==> src/rtl/uart_tx_scheduler_if.sv <==
// Handshake bundle between producer FIFOs, the TX scheduler and the UART serializer.
// The scheduler takes the slave side; producers/transmitter take the master side.
interface uart_tx_scheduler_if #(
    parameter int NUM_CH = 4
);
    logic [NUM_CH-1:0]   i_Req_Valid;
    logic [8*NUM_CH-1:0] i_Req_Data;
    logic [NUM_CH-1:0]   o_Req_Ready;
    logic                i_Tx_ClkTick;
    logic                o_Tx_Start;
    logic [7:0]          o_Tx_Data;
    logic                i_Tx_Busy;
    logic [NUM_CH-1:0]   o_Grant;
    logic                o_Active;

    modport master (
        output i_Req_Valid, i_Req_Data, i_Tx_ClkTick, i_Tx_Busy,
        input  o_Req_Ready, o_Tx_Start, o_Tx_Data, o_Grant, o_Active
    );

    modport slave (
        input  i_Req_Valid, i_Req_Data, i_Tx_ClkTick, i_Tx_Busy,
        output o_Req_Ready, o_Tx_Start, o_Tx_Data, o_Grant, o_Active
    );
endinterface

==> src/rtl/uart_tx_scheduler.sv <==
// Round-robin arbiter sharing one UART transmitter among NUM_CH producers,
// with optional channel-tag byte and an inter-message gap in TX baud periods.
module uart_tx_scheduler #(
    parameter int NUM_CH    = 4,
    parameter bit TAG_EN    = 1'b1,
    parameter int GAP_TICKS = 2
) (
    input  logic               clk,
    input  logic               reset,
    uart_tx_scheduler_if.slave bus
);
    localparam int IW = $clog2(NUM_CH);
    localparam int CW = (GAP_TICKS > 0) ? $clog2(GAP_TICKS + 1) : 1;
    localparam logic [CW-1:0] GAP_LAST = CW'((GAP_TICKS > 0) ? GAP_TICKS - 1 : 0);

    typedef enum logic [2:0] {
        IDLE,
        SEND_TAG,
        WAIT_TAG,
        SEND_DATA,
        WAIT_DATA,
        GAP
    } state_t;

    state_t            r_State;
    logic [IW-1:0]     r_LastGrant;
    logic [7:0]        r_Byte;
    logic              r_First;
    logic              r_TickQ;
    logic [CW-1:0]     r_GapCnt;
    logic [NUM_CH-1:0] r_Grant;
    logic              r_Tx_Start;
    logic [7:0]        r_Tx_Data;
    logic              r_Active;

    logic [IW-1:0]     w_Win;
    logic              w_Found;
    logic [7:0]        w_WinByte;
    logic [NUM_CH-1:0] w_WinOh;
    logic              w_Accept;
    logic              w_TickRise;

    // Search upward from the channel after the last grant, wrapping.
    always_comb begin
        int idx;
        idx     = 0;
        w_Found = 1'b0;
        w_Win   = '0;
        for (int i = 1; i <= NUM_CH; i++) begin
            idx = int'(r_LastGrant) + i;
            if (idx >= NUM_CH) idx = idx - NUM_CH;
            if (!w_Found && bus.i_Req_Valid[IW'(idx)]) begin
                w_Found = 1'b1;
                w_Win   = IW'(idx);
            end
        end
    end

    always_comb begin
        w_WinByte = '0;
        w_WinOh   = '0;
        for (int k = 0; k < NUM_CH; k++) begin
            if (w_Win == IW'(k)) begin
                w_WinByte  = bus.i_Req_Data[8*k +: 8];
                w_WinOh[k] = 1'b1;
            end
        end
    end

    assign w_Accept   = (r_State == IDLE) && w_Found && !reset;
    assign w_TickRise = bus.i_Tx_ClkTick & ~r_TickQ;

    assign bus.o_Req_Ready = w_Accept ? w_WinOh : '0;
    assign bus.o_Tx_Start  = r_Tx_Start;
    assign bus.o_Tx_Data   = r_Tx_Data;
    assign bus.o_Grant     = r_Grant;
    assign bus.o_Active    = r_Active;

    always_ff @(posedge clk) begin
        if (reset) begin
            r_State     <= IDLE;
            r_LastGrant <= IW'(NUM_CH - 1);
            r_Byte      <= '0;
            r_First     <= 1'b0;
            r_TickQ     <= 1'b0;
            r_GapCnt    <= '0;
            r_Grant     <= '0;
            r_Tx_Start  <= 1'b0;
            r_Tx_Data   <= '0;
            r_Active    <= 1'b0;
        end else begin
            r_TickQ    <= bus.i_Tx_ClkTick;
            r_Tx_Start <= 1'b0;
            unique case (r_State)
                IDLE: begin
                    if (w_Accept) begin
                        r_Byte      <= w_WinByte;
                        r_LastGrant <= w_Win;
                        r_Grant     <= w_WinOh;
                        r_Active    <= 1'b1;
                        r_Tx_Start  <= 1'b1;
                        if (TAG_EN) begin
                            r_Tx_Data <= 8'hF0 + 8'(w_Win);
                            r_State   <= SEND_TAG;
                        end else begin
                            r_Tx_Data <= w_WinByte;
                            r_State   <= SEND_DATA;
                        end
                    end
                end
                SEND_TAG: begin
                    r_First <= 1'b1;
                    r_State <= WAIT_TAG;
                end
                WAIT_TAG: begin
                    r_First <= 1'b0;
                    // Busy may not have risen yet in the first wait cycle.
                    if (!r_First && !bus.i_Tx_Busy) begin
                        r_Tx_Start <= 1'b1;
                        r_Tx_Data  <= r_Byte;
                        r_State    <= SEND_DATA;
                    end
                end
                SEND_DATA: begin
                    r_First <= 1'b1;
                    r_State <= WAIT_DATA;
                end
                WAIT_DATA: begin
                    r_First <= 1'b0;
                    if (!r_First && !bus.i_Tx_Busy) begin
                        if (GAP_TICKS > 0) begin
                            r_GapCnt <= '0;
                            r_State  <= GAP;
                        end else begin
                            r_Grant  <= '0;
                            r_Active <= 1'b0;
                            r_State  <= IDLE;
                        end
                    end
                end
                GAP: begin
                    if (w_TickRise) begin
                        if (r_GapCnt == GAP_LAST) begin
                            r_GapCnt <= '0;
                            r_Grant  <= '0;
                            r_Active <= 1'b0;
                            r_State  <= IDLE;
                        end else begin
                            r_GapCnt <= r_GapCnt + 1'b1;
                        end
                    end
                end
                default: r_State <= IDLE;
            endcase
        end
    end
endmodule
==> src/flat_wrapper.sv <==
// flat-port wrapper written by rule: the top's interface ports become plain ports
module uart_tx_scheduler_flat 
#(
    parameter int NUM_CH    = 4,
    parameter bit TAG_EN    = 1'b1,
    parameter int GAP_TICKS = 2
)
  (clk, reset, bus_i_Req_Valid, bus_i_Req_Data, bus_i_Tx_ClkTick, bus_i_Tx_Busy, bus_o_Req_Ready, bus_o_Tx_Start, bus_o_Tx_Data, bus_o_Grant, bus_o_Active);
  uart_tx_scheduler_if #(.NUM_CH(NUM_CH)) bus_i ();
  input  logic clk;
  input  logic reset;
  input wire logic [$bits(bus_i.i_Req_Valid)-1:0] bus_i_Req_Valid;
  input wire logic [$bits(bus_i.i_Req_Data)-1:0] bus_i_Req_Data;
  input wire logic [$bits(bus_i.i_Tx_ClkTick)-1:0] bus_i_Tx_ClkTick;
  input wire logic [$bits(bus_i.i_Tx_Busy)-1:0] bus_i_Tx_Busy;
  output wire logic [$bits(bus_i.o_Req_Ready)-1:0] bus_o_Req_Ready;
  output wire logic [$bits(bus_i.o_Tx_Start)-1:0] bus_o_Tx_Start;
  output wire logic [$bits(bus_i.o_Tx_Data)-1:0] bus_o_Tx_Data;
  output wire logic [$bits(bus_i.o_Grant)-1:0] bus_o_Grant;
  output wire logic [$bits(bus_i.o_Active)-1:0] bus_o_Active;
  assign bus_i.i_Req_Valid = bus_i_Req_Valid;
  assign bus_i.i_Req_Data = bus_i_Req_Data;
  assign bus_i.i_Tx_ClkTick = bus_i_Tx_ClkTick;
  assign bus_i.i_Tx_Busy = bus_i_Tx_Busy;
  assign bus_o_Req_Ready = bus_i.o_Req_Ready;
  assign bus_o_Tx_Start = bus_i.o_Tx_Start;
  assign bus_o_Tx_Data = bus_i.o_Tx_Data;
  assign bus_o_Grant = bus_i.o_Grant;
  assign bus_o_Active = bus_i.o_Active;
  uart_tx_scheduler #(.NUM_CH(NUM_CH), .TAG_EN(TAG_EN), .GAP_TICKS(GAP_TICKS)) u_core (.clk(clk), .reset(reset), .bus(bus_i));
endmodule
==> config.mk <==
export PLATFORM = sky130hd
export DESIGN_NAME = uart_tx_scheduler_flat
export DESIGN_NICKNAME = d
export VERILOG_FILES = /design/src/rtl/uart_tx_scheduler_if.sv /design/src/rtl/uart_tx_scheduler.sv /design/src/flat_wrapper.sv
export SDC_FILE = /design/constraint.sdc
export NUM_CORES = 1
export LEC_CHECK = 0
export ABC_AREA = 1
export CAP_MARGIN = 15
export CELL_PAD_IN_SITES_DETAIL_PLACEMENT = 2
export CELL_PAD_IN_SITES_GLOBAL_PLACEMENT = 2
export CORE_AREA = 2 2 93 95
export DETAILED_ROUTE_END_ITERATION = 10
export DIE_AREA = 0 0 95 97
export GPL_TIMING_DRIVEN = 0
export PLACE_DENSITY_LB_ADDON = 0.1
export REMOVE_ABC_BUFFERS = 1
export SLEW_MARGIN = 10
export SYNTH_ARGS = -nofsm -noshare
export SYNTH_HDL_FRONTEND = slang
export SYNTH_SLANG_ARGS = --single-unit
==> constraint.sdc <==
create_clock -name clk -period 1.9 [get_ports clk]
set_input_delay 0.19 -clock clk [delete_from_list [all_inputs] [get_ports clk]]
set_output_delay 0.19 -clock clk [all_outputs]
set_load 0.02 [all_outputs]
==> flow_summary_export.csv <==
group,metric,value,unit
floorplan,die_y,97,um
synth,synth_top_cell_area_share,32.38,%
global_route,first_global_vias,2462,
drt,drt_iter0_drc,51,
timing,min_period_over_period,112.8,%
cts,clockBufferDepth,2,
worst_setup_path,cp_max_fo,6,
synth,syn_avg_cell_area,6.520,um^2
synth,syn_inst,294,
finish,final_cell_mix,"nand2_1, clkdlybuf4s50_1, nand2_2, inv_1, dfxtp_1",
timing,hold_slack,0.4498,ns
finish,area_growth,77.94,%
drt,wl_per_cell,15.63,um
finish,multi_input_area,1436,um^2
worst_setup_path,critPathKind,"flop to primary output",
timing,period_minus_slack,2.142,ns
worst_setup_path,endpoint_kind,"primary output",
placement,portBuffers,57,
timing,worstMarginPinSlew,0.5411,ns
drt,drt-vias-per-instance,4.541,
finish,seq_area,628.1,um^2
floorplan,die_w,95,um
drt,drtAntennaViolNets,0,
synth,synth_area,1917,um^2
placement,placed_cell_area,2565,um^2
global_route,grt_usage,16.78,%
cts,numCtsBuffers,5,
cts,cts_tree,"yes",
run_status,status,"finished, violations left",
global_route,grt_pass1_wl,12100,um
worst_setup_path,crit_arrival,1.95,ns
placement,gp_congestion,0.8029,
floorplan,num_rows,33,
flow_run,drv_cap,0,
floorplan,io_pins,58,
finish,layout-drive-gt1-share,42.12,%
synth,yosysSeqAreaShare,32.38,%
finish,final_common_cell,"nand2_1",
timing,max_slew_margin,63.93,%
floorplan,coreArea,8134,um^2
drt,num_vias,2234,
global_route,antenna_found_initial,0,
synth,synth_cell_type_count,30,
timing,drv_slew,0,
finish,finalNetCount,426,
cts,cts_hold_buf,0,
cts,clock_sink_count,31,
cts,clkLatencyLatePin,0.28,ns
finish,diodes,0,
cts,root_buffer,"clkbuf_8",
finish,filler_cell_count,907,
synth,yosysTopAreaCell,"dfxtp_1",
global_route,overflow,0,
timing,rsz0062_at_grt,"yes",
cts,cts.clk_slew.worst_paths,0.07,ns
synth,yosys_warnings,0,
power_and_ir_drop,power.density,2065,nW/um^2
timing,setup_violations,28,
cts,htree_levels,2,
placement,hpwl,5038,um
floorplan,die_area,9215,um^2
timing,fmax,466.8,MHz
timing,hold_viol,0,
synth,ys_top_cells_by_area,"dfxtp_1, nand2_1, inv_1",
worst_setup_path,startpoint_type,"flop",
power_and_ir_drop,p_leak,1.514,nW
timing,setup_ws,-0.2423,ns
global_route,grt_max_degree,20,
drt,drt_wl_total,7689,um
drt,firstDrtPassIters,4,
worst_hold_path,hp-class,"primary input to flop",
floorplan,start_util,23.57,%
power_and_ir_drop,peakVddDrop,710.6,uV
drt,drcViolationCount,0,
run_status,violations,"setup timing",
synth,yosys_register_bits,31,
worst_setup_path,worstPathRequired,1.71,ns
finish,design_area,3411,um^2
timing,fin_skew,0.01155,ns
==> cell usage after synthesis, drive strengths merged <==
cell type / count
a21oi: 22
o21ai: 10
a31oi: 2
o221ai: 4
buf: 4
nand4: 1
o211ai: 2
nand3b: 2
nand2: 113
clkbuf: 2
clkinv: 1
nor2: 36
inv: 40
dfxtp: 31
nand3: 24
==> layout make-up <==
cell class | instances | share of cell area [%]
multi-input cells | 216 | 42.11
repair buffers | 91 | 26.60
flip-flops and latches | 31 | 18.42
inverters | 41 | 5.576
well taps | 105 | 3.852
clock buffers | 6 | 2.421
clock inverters | 2 | 1.027
==> where the power goes <==
group          internal, mW  switching (mW)
clock network         0.424           0.257
registers             0.897           0.208
logic                  2.30            2.96
total                  3.62            3.43
==> worst max-delay path: stages (launching register included) <==
cell and delay (ns):
dfxtp_4 0.42, buf_6 0.15, nand2_4 0.06, nand2_4 0.10, nand2_4 0.06, nand2_4 0.08, nor2_4 0.04, nand3_4 0.11
nand2_4 0.09, inv_6 0.08, nand2_8 0.08, buf_12 0.15, nor2_4 0.12, buf_6 0.13
==> metrics by stage <==
| stage | worst slack (ns) | cells | setup TNS (ns) | power, mW | utilization [%] |
|---|---|---|---|---|---|
| floorplan | -0.006854 | 288 | -0.006854 | 3.162 | - |
| global placement | -1.367 | 450 | -25.35 | 4.110 | 31.53 |
| detailed placement | -1.380 | 450 | -25.61 | 4.161 | 31.53 |
| CTS | -0.2405 | 483 | -2.643 | 6.346 | 38.95 |
| global route | -0.3540 | 492 | -7.288 | 7.616 | 41.93 |
| finish | -0.2423 | 492 | -3.437 | 7.042 | 41.93 |
==> layer usage <==
layer	GRT usage [%]	share of wire (%)	vias up
met3	3.427	3.6	9
met1	18.91	39	1075
met4	3.456	1.2	0
met5	0	0	-
met2	31.75	56	41
li1	-	-	1109
==> flip-flops by register name, summed over array words and instances, names as in the netlist <==
| signal | flops |
|---|---|
| u_core.r_GapCnt | 2 |
| u_core.r_State | 3 |
| u_core.r_First | 1 |
| u_core.bus.o_Tx_Data | 8 |
| u_core.r_Byte | 8 |
| u_core.r_LastGrant | 2 |
| u_core.bus.o_Tx_Start | 1 |
| u_core.bus.o_Active | 1 |
| u_core.r_TickQ | 1 |
| u_core.bus.o_Grant | 4 |
==> cells by family (layout without fill, tap and decap cells) <==
group / after synthesis / after routing / share of synthesized area [%]
buffers and inverters: 47 / 140 / 11.29
DFF: 31 / 31 / 32.38
AOI/OAI and AO/OA: 40 / 40 / 13.58
and+or+nand+nor: 176 / 176 / 42.75
==> worst paths after layout <==
| path | start | endpoint | slack [ns] | cells past startpoint |
|---|---|---|---|---|
| worst min register to register | u_core.r_GapCnt[1] | u_core.r_GapCnt[1] | 0.45 | 2 |
| worst max-delay path | u_core.r_LastGrant[0] | bus_o_Req_Ready[3] | -0.24 | 13 |
| worst min-delay path | bus_i_Tx_ClkTick | u_core.r_TickQ | 0.45 | 3 |
| worst max register to register | u_core.r_LastGrant[0] | u_core.bus.o_Grant[0] | -0.21 | 15 |
==> timing repair <==
action,4_1_cts,5_1_grt
setup buffers,24,10
pin swaps,18,26
cloned,1,0
setup endpoints to repair,32,29
resized for setup,102,51
Power figures use the tool's default switching activity.
